<file path="config.mk">
export PLATFORM = sky130hd
export DESIGN_NAME = ysyx_25040111_axi_arbiter
export DESIGN_NICKNAME = d
export VERILOG_FILES = /design/src/rtl/ysyx_25040111_axi_arbiter.sv
export SDC_FILE = /design/constraint.sdc
export NUM_CORES = 1
export LEC_CHECK = 0
export BUFFER_PORTS_ARGS = -buffer_cell sky130_fd_sc_hd__clkbuf_2
export CAP_MARGIN = 25
export CORE_AREA = 2 2 166 168
export CTS_BUF_LIST = sky130_fd_sc_hd__clkbuf_2 sky130_fd_sc_hd__clkbuf_4 sky130_fd_sc_hd__clkbuf_8
export CTS_CLUSTER_SIZE = 10
export DETAILED_ROUTE_END_ITERATION = 7
export DIE_AREA = 0 0 168 170
export GPL_ROUTABILITY_DRIVEN = 0
export HOLD_SLACK_MARGIN = 0.15
export PLACE_DENSITY_LB_ADDON = 0.1
export SYNTH_ARGS = -nofsm -noshare
export SYNTH_HDL_FRONTEND = slang
export SYNTH_SLANG_ARGS = --single-unit
</file>
<file path="constraint.sdc">
create_clock -name clk -period 4.6 [get_ports clk]
set_clock_uncertainty 0.15 [all_clocks]
set_input_delay 0.46 -clock clk [delete_from_list [all_inputs] [get_ports clk]]
set_output_delay 0.46 -clock clk [all_outputs]
set_load 0.02 [all_outputs]
</file>
<file path="src/rtl/ysyx_25040111_axi_arbiter.sv">
// Two-requester AXI4 master-port arbiter: IFU (read-only) and LSU (read/write)
// share io_master, one single-beat transaction at a time, zero-latency passthrough.
module ysyx_25040111_axi_arbiter #(
  parameter bit         LSU_PRIO = 1'b1,
  parameter logic [3:0] IFU_ID   = 4'h0,
  parameter logic [3:0] LSU_ID   = 4'h1
) (
  input  logic        clk,
  input  logic        reset,
  // IFU read
  input  logic        ifu_arvalid,
  input  logic [31:0] ifu_araddr,
  input  logic [2:0]  ifu_arsize,
  output logic        ifu_arready,
  output logic        ifu_rvalid,
  output logic [31:0] ifu_rdata,
  output logic [1:0]  ifu_rresp,
  output logic        ifu_rlast,
  input  logic        ifu_rready,
  // LSU read
  input  logic        lsu_arvalid,
  input  logic [31:0] lsu_araddr,
  input  logic [2:0]  lsu_arsize,
  output logic        lsu_arready,
  output logic        lsu_rvalid,
  output logic [31:0] lsu_rdata,
  output logic [1:0]  lsu_rresp,
  output logic        lsu_rlast,
  input  logic        lsu_rready,
  // LSU write
  input  logic        lsu_awvalid,
  input  logic [31:0] lsu_awaddr,
  input  logic [2:0]  lsu_awsize,
  output logic        lsu_awready,
  input  logic        lsu_wvalid,
  input  logic [31:0] lsu_wdata,
  input  logic [3:0]  lsu_wstrb,
  input  logic        lsu_wlast,
  output logic        lsu_wready,
  output logic        lsu_bvalid,
  output logic [1:0]  lsu_bresp,
  input  logic        lsu_bready,
  // io_master
  input  logic        io_master_awready,
  output logic        io_master_awvalid,
  output logic [31:0] io_master_awaddr,
  output logic [3:0]  io_master_awid,
  output logic [7:0]  io_master_awlen,
  output logic [2:0]  io_master_awsize,
  output logic [1:0]  io_master_awburst,
  input  logic        io_master_wready,
  output logic        io_master_wvalid,
  output logic [31:0] io_master_wdata,
  output logic [3:0]  io_master_wstrb,
  output logic        io_master_wlast,
  output logic        io_master_bready,
  input  logic        io_master_bvalid,
  input  logic [1:0]  io_master_bresp,
  input  logic [3:0]  io_master_bid,
  input  logic        io_master_arready,
  output logic        io_master_arvalid,
  output logic [31:0] io_master_araddr,
  output logic [3:0]  io_master_arid,
  output logic [7:0]  io_master_arlen,
  output logic [2:0]  io_master_arsize,
  output logic [1:0]  io_master_arburst,
  output logic        io_master_rready,
  input  logic        io_master_rvalid,
  input  logic [1:0]  io_master_rresp,
  input  logic [31:0] io_master_rdata,
  input  logic        io_master_rlast,
  input  logic [3:0]  io_master_rid,
  output logic        err
);

  typedef enum logic [2:0] {
    IDLE, IRD_A, IRD_D, LRD_A, LRD_D, LWR_A, LWR_W, LWR_B
  } state_t;

  state_t state_q, state_d;
  logic   rr_last_q, rr_last_d;  // 0 = IFU served last, 1 = LSU served last
  logic   err_q, err_d;
  logic   lsu_req, lsu_win;
  logic   unused_wlast;

  // Single-beat writes: the LSU's own wlast carries no information.
  assign unused_wlast = lsu_wlast;
  assign err          = err_q;

  always_ff @(posedge clk or posedge reset) begin
    if (reset) begin
      state_q   <= IDLE;
      rr_last_q <= 1'b0;
      err_q     <= 1'b0;
    end else begin
      state_q   <= state_d;
      rr_last_q <= rr_last_d;
      err_q     <= err_d;
    end
  end

  assign lsu_req = lsu_awvalid | lsu_arvalid;
  assign lsu_win = lsu_req & (~ifu_arvalid | LSU_PRIO | ~rr_last_q);

  always_comb begin
    state_d           = state_q;
    rr_last_d         = rr_last_q;
    err_d             = err_q;
    ifu_arready       = 1'b0;
    ifu_rvalid        = 1'b0;
    ifu_rdata         = 32'd0;
    ifu_rresp         = 2'd0;
    ifu_rlast         = 1'b0;
    lsu_arready       = 1'b0;
    lsu_rvalid        = 1'b0;
    lsu_rdata         = 32'd0;
    lsu_rresp         = 2'd0;
    lsu_rlast         = 1'b0;
    lsu_awready       = 1'b0;
    lsu_wready        = 1'b0;
    lsu_bvalid        = 1'b0;
    lsu_bresp         = 2'd0;
    io_master_awvalid = 1'b0;
    io_master_awaddr  = 32'd0;
    io_master_awid    = 4'd0;
    io_master_awlen   = 8'd0;
    io_master_awsize  = 3'd0;
    io_master_awburst = 2'd0;
    io_master_wvalid  = 1'b0;
    io_master_wdata   = 32'd0;
    io_master_wstrb   = 4'd0;
    io_master_wlast   = 1'b0;
    io_master_bready  = 1'b0;
    io_master_arvalid = 1'b0;
    io_master_araddr  = 32'd0;
    io_master_arid    = 4'd0;
    io_master_arlen   = 8'd0;
    io_master_arsize  = 3'd0;
    io_master_arburst = 2'd0;
    io_master_rready  = 1'b0;
    case (state_q)
      IDLE: begin
        if (lsu_win) state_d = lsu_awvalid ? LWR_A : LRD_A;
        else if (ifu_arvalid) state_d = IRD_A;
      end
      IRD_A: begin
        io_master_arvalid = 1'b1;
        io_master_araddr  = ifu_araddr;
        io_master_arsize  = ifu_arsize;
        io_master_arid    = IFU_ID;
        io_master_arburst = 2'b01;
        ifu_arready       = io_master_arready;
        if (io_master_arready) state_d = IRD_D;
      end
      IRD_D: begin
        io_master_rready = ifu_rready;
        ifu_rvalid       = io_master_rvalid;
        ifu_rdata        = io_master_rdata;
        ifu_rresp        = io_master_rresp;
        ifu_rlast        = io_master_rlast;
        if (io_master_rvalid && ifu_rready) begin
          state_d   = IDLE;
          rr_last_d = 1'b0;
          if (io_master_rresp != 2'd0 || io_master_rid != IFU_ID || !io_master_rlast)
            err_d = 1'b1;
        end
      end
      LRD_A: begin
        io_master_arvalid = 1'b1;
        io_master_araddr  = lsu_araddr;
        io_master_arsize  = lsu_arsize;
        io_master_arid    = LSU_ID;
        io_master_arburst = 2'b01;
        lsu_arready       = io_master_arready;
        if (io_master_arready) state_d = LRD_D;
      end
      LRD_D: begin
        io_master_rready = lsu_rready;
        lsu_rvalid       = io_master_rvalid;
        lsu_rdata        = io_master_rdata;
        lsu_rresp        = io_master_rresp;
        lsu_rlast        = io_master_rlast;
        if (io_master_rvalid && lsu_rready) begin
          state_d   = IDLE;
          rr_last_d = 1'b1;
          if (io_master_rresp != 2'd0 || io_master_rid != LSU_ID || !io_master_rlast)
            err_d = 1'b1;
        end
      end
      LWR_A: begin
        io_master_awvalid = 1'b1;
        io_master_awaddr  = lsu_awaddr;
        io_master_awsize  = lsu_awsize;
        io_master_awid    = LSU_ID;
        io_master_awburst = 2'b01;
        lsu_awready       = io_master_awready;
        if (io_master_awready) state_d = LWR_W;
      end
      LWR_W: begin
        io_master_wvalid = lsu_wvalid;
        io_master_wdata  = lsu_wdata;
        io_master_wstrb  = lsu_wstrb;
        io_master_wlast  = 1'b1;
        lsu_wready       = io_master_wready;
        if (lsu_wvalid && io_master_wready) state_d = LWR_B;
      end
      LWR_B: begin
        io_master_bready = lsu_bready;
        lsu_bvalid       = io_master_bvalid;
        lsu_bresp        = io_master_bresp;
        if (io_master_bvalid && lsu_bready) begin
          state_d   = IDLE;
          rr_last_d = 1'b1;
          if (io_master_bresp != 2'd0 || io_master_bid != LSU_ID) err_d = 1'b1;
        end
      end
      default: state_d = IDLE;
    endcase
  end

endmodule
</file>
* After elaboration in Yosys (flattened, before gate mapping)
Index checks and enable logic that the tools add are counted.
** Storage, ports and cells
- Register bits :: 4
- Bits in latches :: 0
- Memory bits (writable) :: 0
- Bits in read-only memories :: 0
- Bits of input ports :: 201
- Output and inout bits :: 220
- Word-level logic and storage cells :: 89
- Memories kept :: 0
** Operators by class
- Add/sub/neg operators :: 0
- Multiply operators :: 0
- Divide/modulo/power cells :: 0
- Order comparisons :: 0
- Equal/unequal tests :: 20
- Shift operators :: 0
- Muxes and demuxes :: 48
- Bitwise gates (word level) :: 1
- Reductions and logical operators :: 18
** Operator list (number)
- $mux 32 :: 4
- $pmux 32 s2 :: 1
- $mux 3 :: 11
- $mux 1 :: 24
- $pmux 3 s8 :: 1
- $ne 2x2->1 const B :: 10
- $eq 3x3->1 const B :: 4
- $ne 4x1->1 const B :: 2
- $reduce_and 8->1 :: 1
- $reduce_and 7->1 :: 1
- $eq 3x2->1 const B :: 2
- $mux 2 :: 3
- $pmux 3 s2 :: 1
- $logic_or 1x1->1 :: 5
- $logic_and 1x1->1 :: 4
- $mux 4 :: 1
- $reduce_bool 2->1 :: 2
- $reduce_bool 4->1 :: 1
- $eq 3x1->1 const B :: 1
- $logic_not 3->1 :: 1
- $ne 3x3->1 const B :: 1
- $pmux 1 s3 :: 1
- $reduce_bool 3->1 :: 1
- $pmux 1 s2 :: 1
- other kinds (3) :: 3

* Depth between registers and ports, before layout
- Word-level depth :: 6
- Gate-level depth with buffers :: 6
- Mapped depth without buffers :: 5

* Least setup slack after synthesis
Ideal clock, no wire load.
- Path kind :: register to output
- Start :: register state_q[2]
- End :: output port lsu_arready
- Arrival time :: 1.511 ns
- Required time :: 3.990 ns
- Setup slack :: 2.479 ns
- Cell stages (with the launch flop) :: 7
- Path buffers :: 1
- Path through :: dfrtp_1 -> inv_1 -> nand2_1 -> buf_4 -> inv_1 -> and2_1 -> and2_2
** Between the ends
- Cells in the longest elaborated chain, start to end :: 2
** Ends and longest elaborated chain
- start, declared :: RTL line 80 : state_t state_q, state_d;
- start signal, assigned :: RTL line 96 : state_q <= state_d;
- $eq 3x2->1 :: RTL line 141 : case (state_q)
- $mux 1 :: RTL line 141
- end, declared :: RTL line 24 : output logic lsu_arready,
Every way passes these cells.

* Worst setup path in the final report
- Start :: register state_q[1]
- End :: output port lsu_arready
Same word-level chain as after synthesis.

==> flow_summary.yaml <==
global_routing:
  grt_pass1_vias: 3173
  antenna_found_initial: 1
  grt_max_degree: 53
  grt_pass1_wl_mm: 18.5
  grt_overflow_total: 0
  track_usage_pct: 8.37
flow_run:
  max_cap_viol_count: 0
setup_path:
  cp_num_buf_inv: 2
  critical_path_class: "flop to output port"
  worstRegToRegCells: 6
  arrival_ns: 2.30
  worst_path_largest_cell_delay_ns: 0.72
  path_depth: 7
  end_kind: "output port"
  critical_path.cell_chain: "nor3b_4 -> buf_4 -> a22oi_4 -> o21ai_2 -> nor3_2 -> and2_2 -> clkbuf_2"
  crit_slowest_cell: "dfrtp_4"
  cpLargestDelayFamily: "flip-flops"
  crit_required_ns: 3.99
  cp_max_fo: 52
  critPathLaunchType: "flop"
min_path:
  hold_class: "flop to flop"
  worstHoldPathCells: 1
die:
  ios: 421
  initial_core_util_pct: 8.29
  dieWidth_um: 168
  core-area_um2: 26700
  die_h_um: 170
  rows: 60
  die-area_um2: 28600
sta:
  worst_slew_pin_slew_ns: 0.592
  rsz0062_at_grt: "no"
  setup_violations: 0
  max-slew-margin-rel_pct: 60.5
  layout_min_cycle_time_ns: 2.91
  maxSlewViolCount: 0
  clock.fmax_ghz: 0.344
  finalSetupTns_ns: 0
  period_share_pct: 63.2
  timing.final.ws_setup_ns: 1.69
  finalHoldViolations: 0
synth:
  yosysUniqueCellTypes: 39
  synth_top_family_by_area: "simple AND/OR/NAND/NOR gates"
  synth_adder_area_share_pct: 0
  ys_seq_area_share_pct: 4.53
  synth_ff_type: "dfrtp_1"
  synthMuxAreaShare_pct: 17.3
  synth_edf_count: 0
  synth-seq-cells: 4
  synth-xor-area-share_pct: 0.397
  synth_simple_gate_area_share_pct: 55.5
  ys.warnings.count: 0
  avgSynthCellArea_um2: 6.71
  syn_area_um2: 2210
  syn_inst: 329
  synth_compound_area_share_pct: 6.06
  synth_async_sr_flop_share_pct: 100
clocking:
  ctsResizeCount: 0
  cts_sinks: 4
  cts_buffers: 3
  root_buffer: "clkbuf_8"
  cts.reportedPaths.clkPinSlew_ns: 0.03
  cts_tree: "done"
  clock_path_buffers: 2
  cts_setup_buffers: 0
  insertion_delay_ns: 0.22
  h-tree-depth: 1
route:
  drt-met1-wl_mm: 4.35
  route.top_layer_used: "met5"
  final_antenna_net_count: 0
  dr_wl_met3_mm: 1.41
  dr.pass1.iters: 4
  viasPerCell: 3.42
  wire_per_inst_um: 13.1
  drcViolationCount: 0
  vias: 3560
  drtIter0Drc: 73
  wl_met2_mm: 7.80
  drt-total-wl_mm: 13.7
finish:
  area_growth_pct: 103
  drive_gt1_share_pct: 60.5
  layout_common_cells: "395 x clkbuf_2, 110 x and2_1, 41 x nor2_1"
  layout_commonest_cell: "clkbuf_2"
  nets: 903
  antenna_cells: 0
placement:
  hpwl_mm: 12.1
  portBuffers: 395
  place_ws_ns: 1.85
outcome:
  status: "completed"
pwr:
  p_leak_nw: 2.81
  power.density_nw_per_um2: 452
  peakVddDrop_mv: 0.183
## flip-flops by register name, summed over array words and instances, names as in the netlist
register	cells
state_q	3
err	1
## kinds of logic (layout without fill, tap and decap cells)
group           count (synthesis)  after routing
other cells                     1             24
xor+xnor                        1              1
compound gates                 15             15
simple gates                  210            210
mux                            38             38
flops                           4              4
buf+inv                        60            409
## where the power goes
group | internal [W] | switching, W
registers | 0.0000516 | 0.0000819
clock network | 0.0000651 | 0.0000185
logic | 0.000663 | 0.00115
## cell type report
cell class	instances	area (um2)
timing repair buffer	402	2030
sequential	4	104
multi-input combinational	288	1860
clock buffer	4	48.8
inverter	3	11.3
fill	3113	22200
tap	341	427
## path summary, 6_finish.rpt
kind	startpoint	end	slack [ns]
max	state_q[1]	lsu_arready	1.69
min	err	err	0.32
max reg2reg	state_q[1]	state_q[0]	2.25
min reg2reg	err	err	0.32
max in group asynchronous	reset	state_q[1]	3.62
min in group asynchronous	reset	err	0.52
## synthesized netlist by cell type (2+ instances only)
cell type	n	area share, %
clkbuf_1	19	3.2
nand2_1	4	0.68
buf_2	4	0.91
clkbuf_2	3	0.68
o21ai_0	2	0.45
inv_1	3	0.51
mux2i_1	36	16
and2_1	110	31
and2_2	5	1.7
mux2_2	2	1.0
and3_1	38	11
nor2_1	43	7.3
nor3b_1	2	0.68
buf_4	30	10
dfrtp_1	4	4.5
## stage by stage
stage / instance area, um2 / hold slack, ns / total power, W / std cells / util [%]
finish: 4480 / 0.317 / 0.00203 / 1042 / 16.8
global route: 4480 / 0.342 / 0.00219 / 1042 / 16.8
global placement: 4420 / 0.192 / 0.00203 / 1037 / 16.6
detailed placement: 4420 / 0.185 / 0.00199 / 1037 / 16.6
floorplan: 2290 / 0.0761 / 0.00137 / 352 / -
CTS: 4480 / 0.325 / 0.00208 / 1042 / 16.8
## metal layers
| layer | vias up | global-route usage, % |
|---|---|---|
| met5 | - | 0 |
| met2 | 245 | 18.4 |
| li1 | 1765 | - |
| met4 | 2 | 1.44 |
| met1 | 1542 | 7.59 |
| met3 | 6 | 2.12 |
## what timing repair did
action | CTS | global route
endpoints found under the hold margin | 4 | 0
hold buffers | 1 | 0
endpoints found under the setup margin | 0 | 0
(Power assumes the default switching activity.)
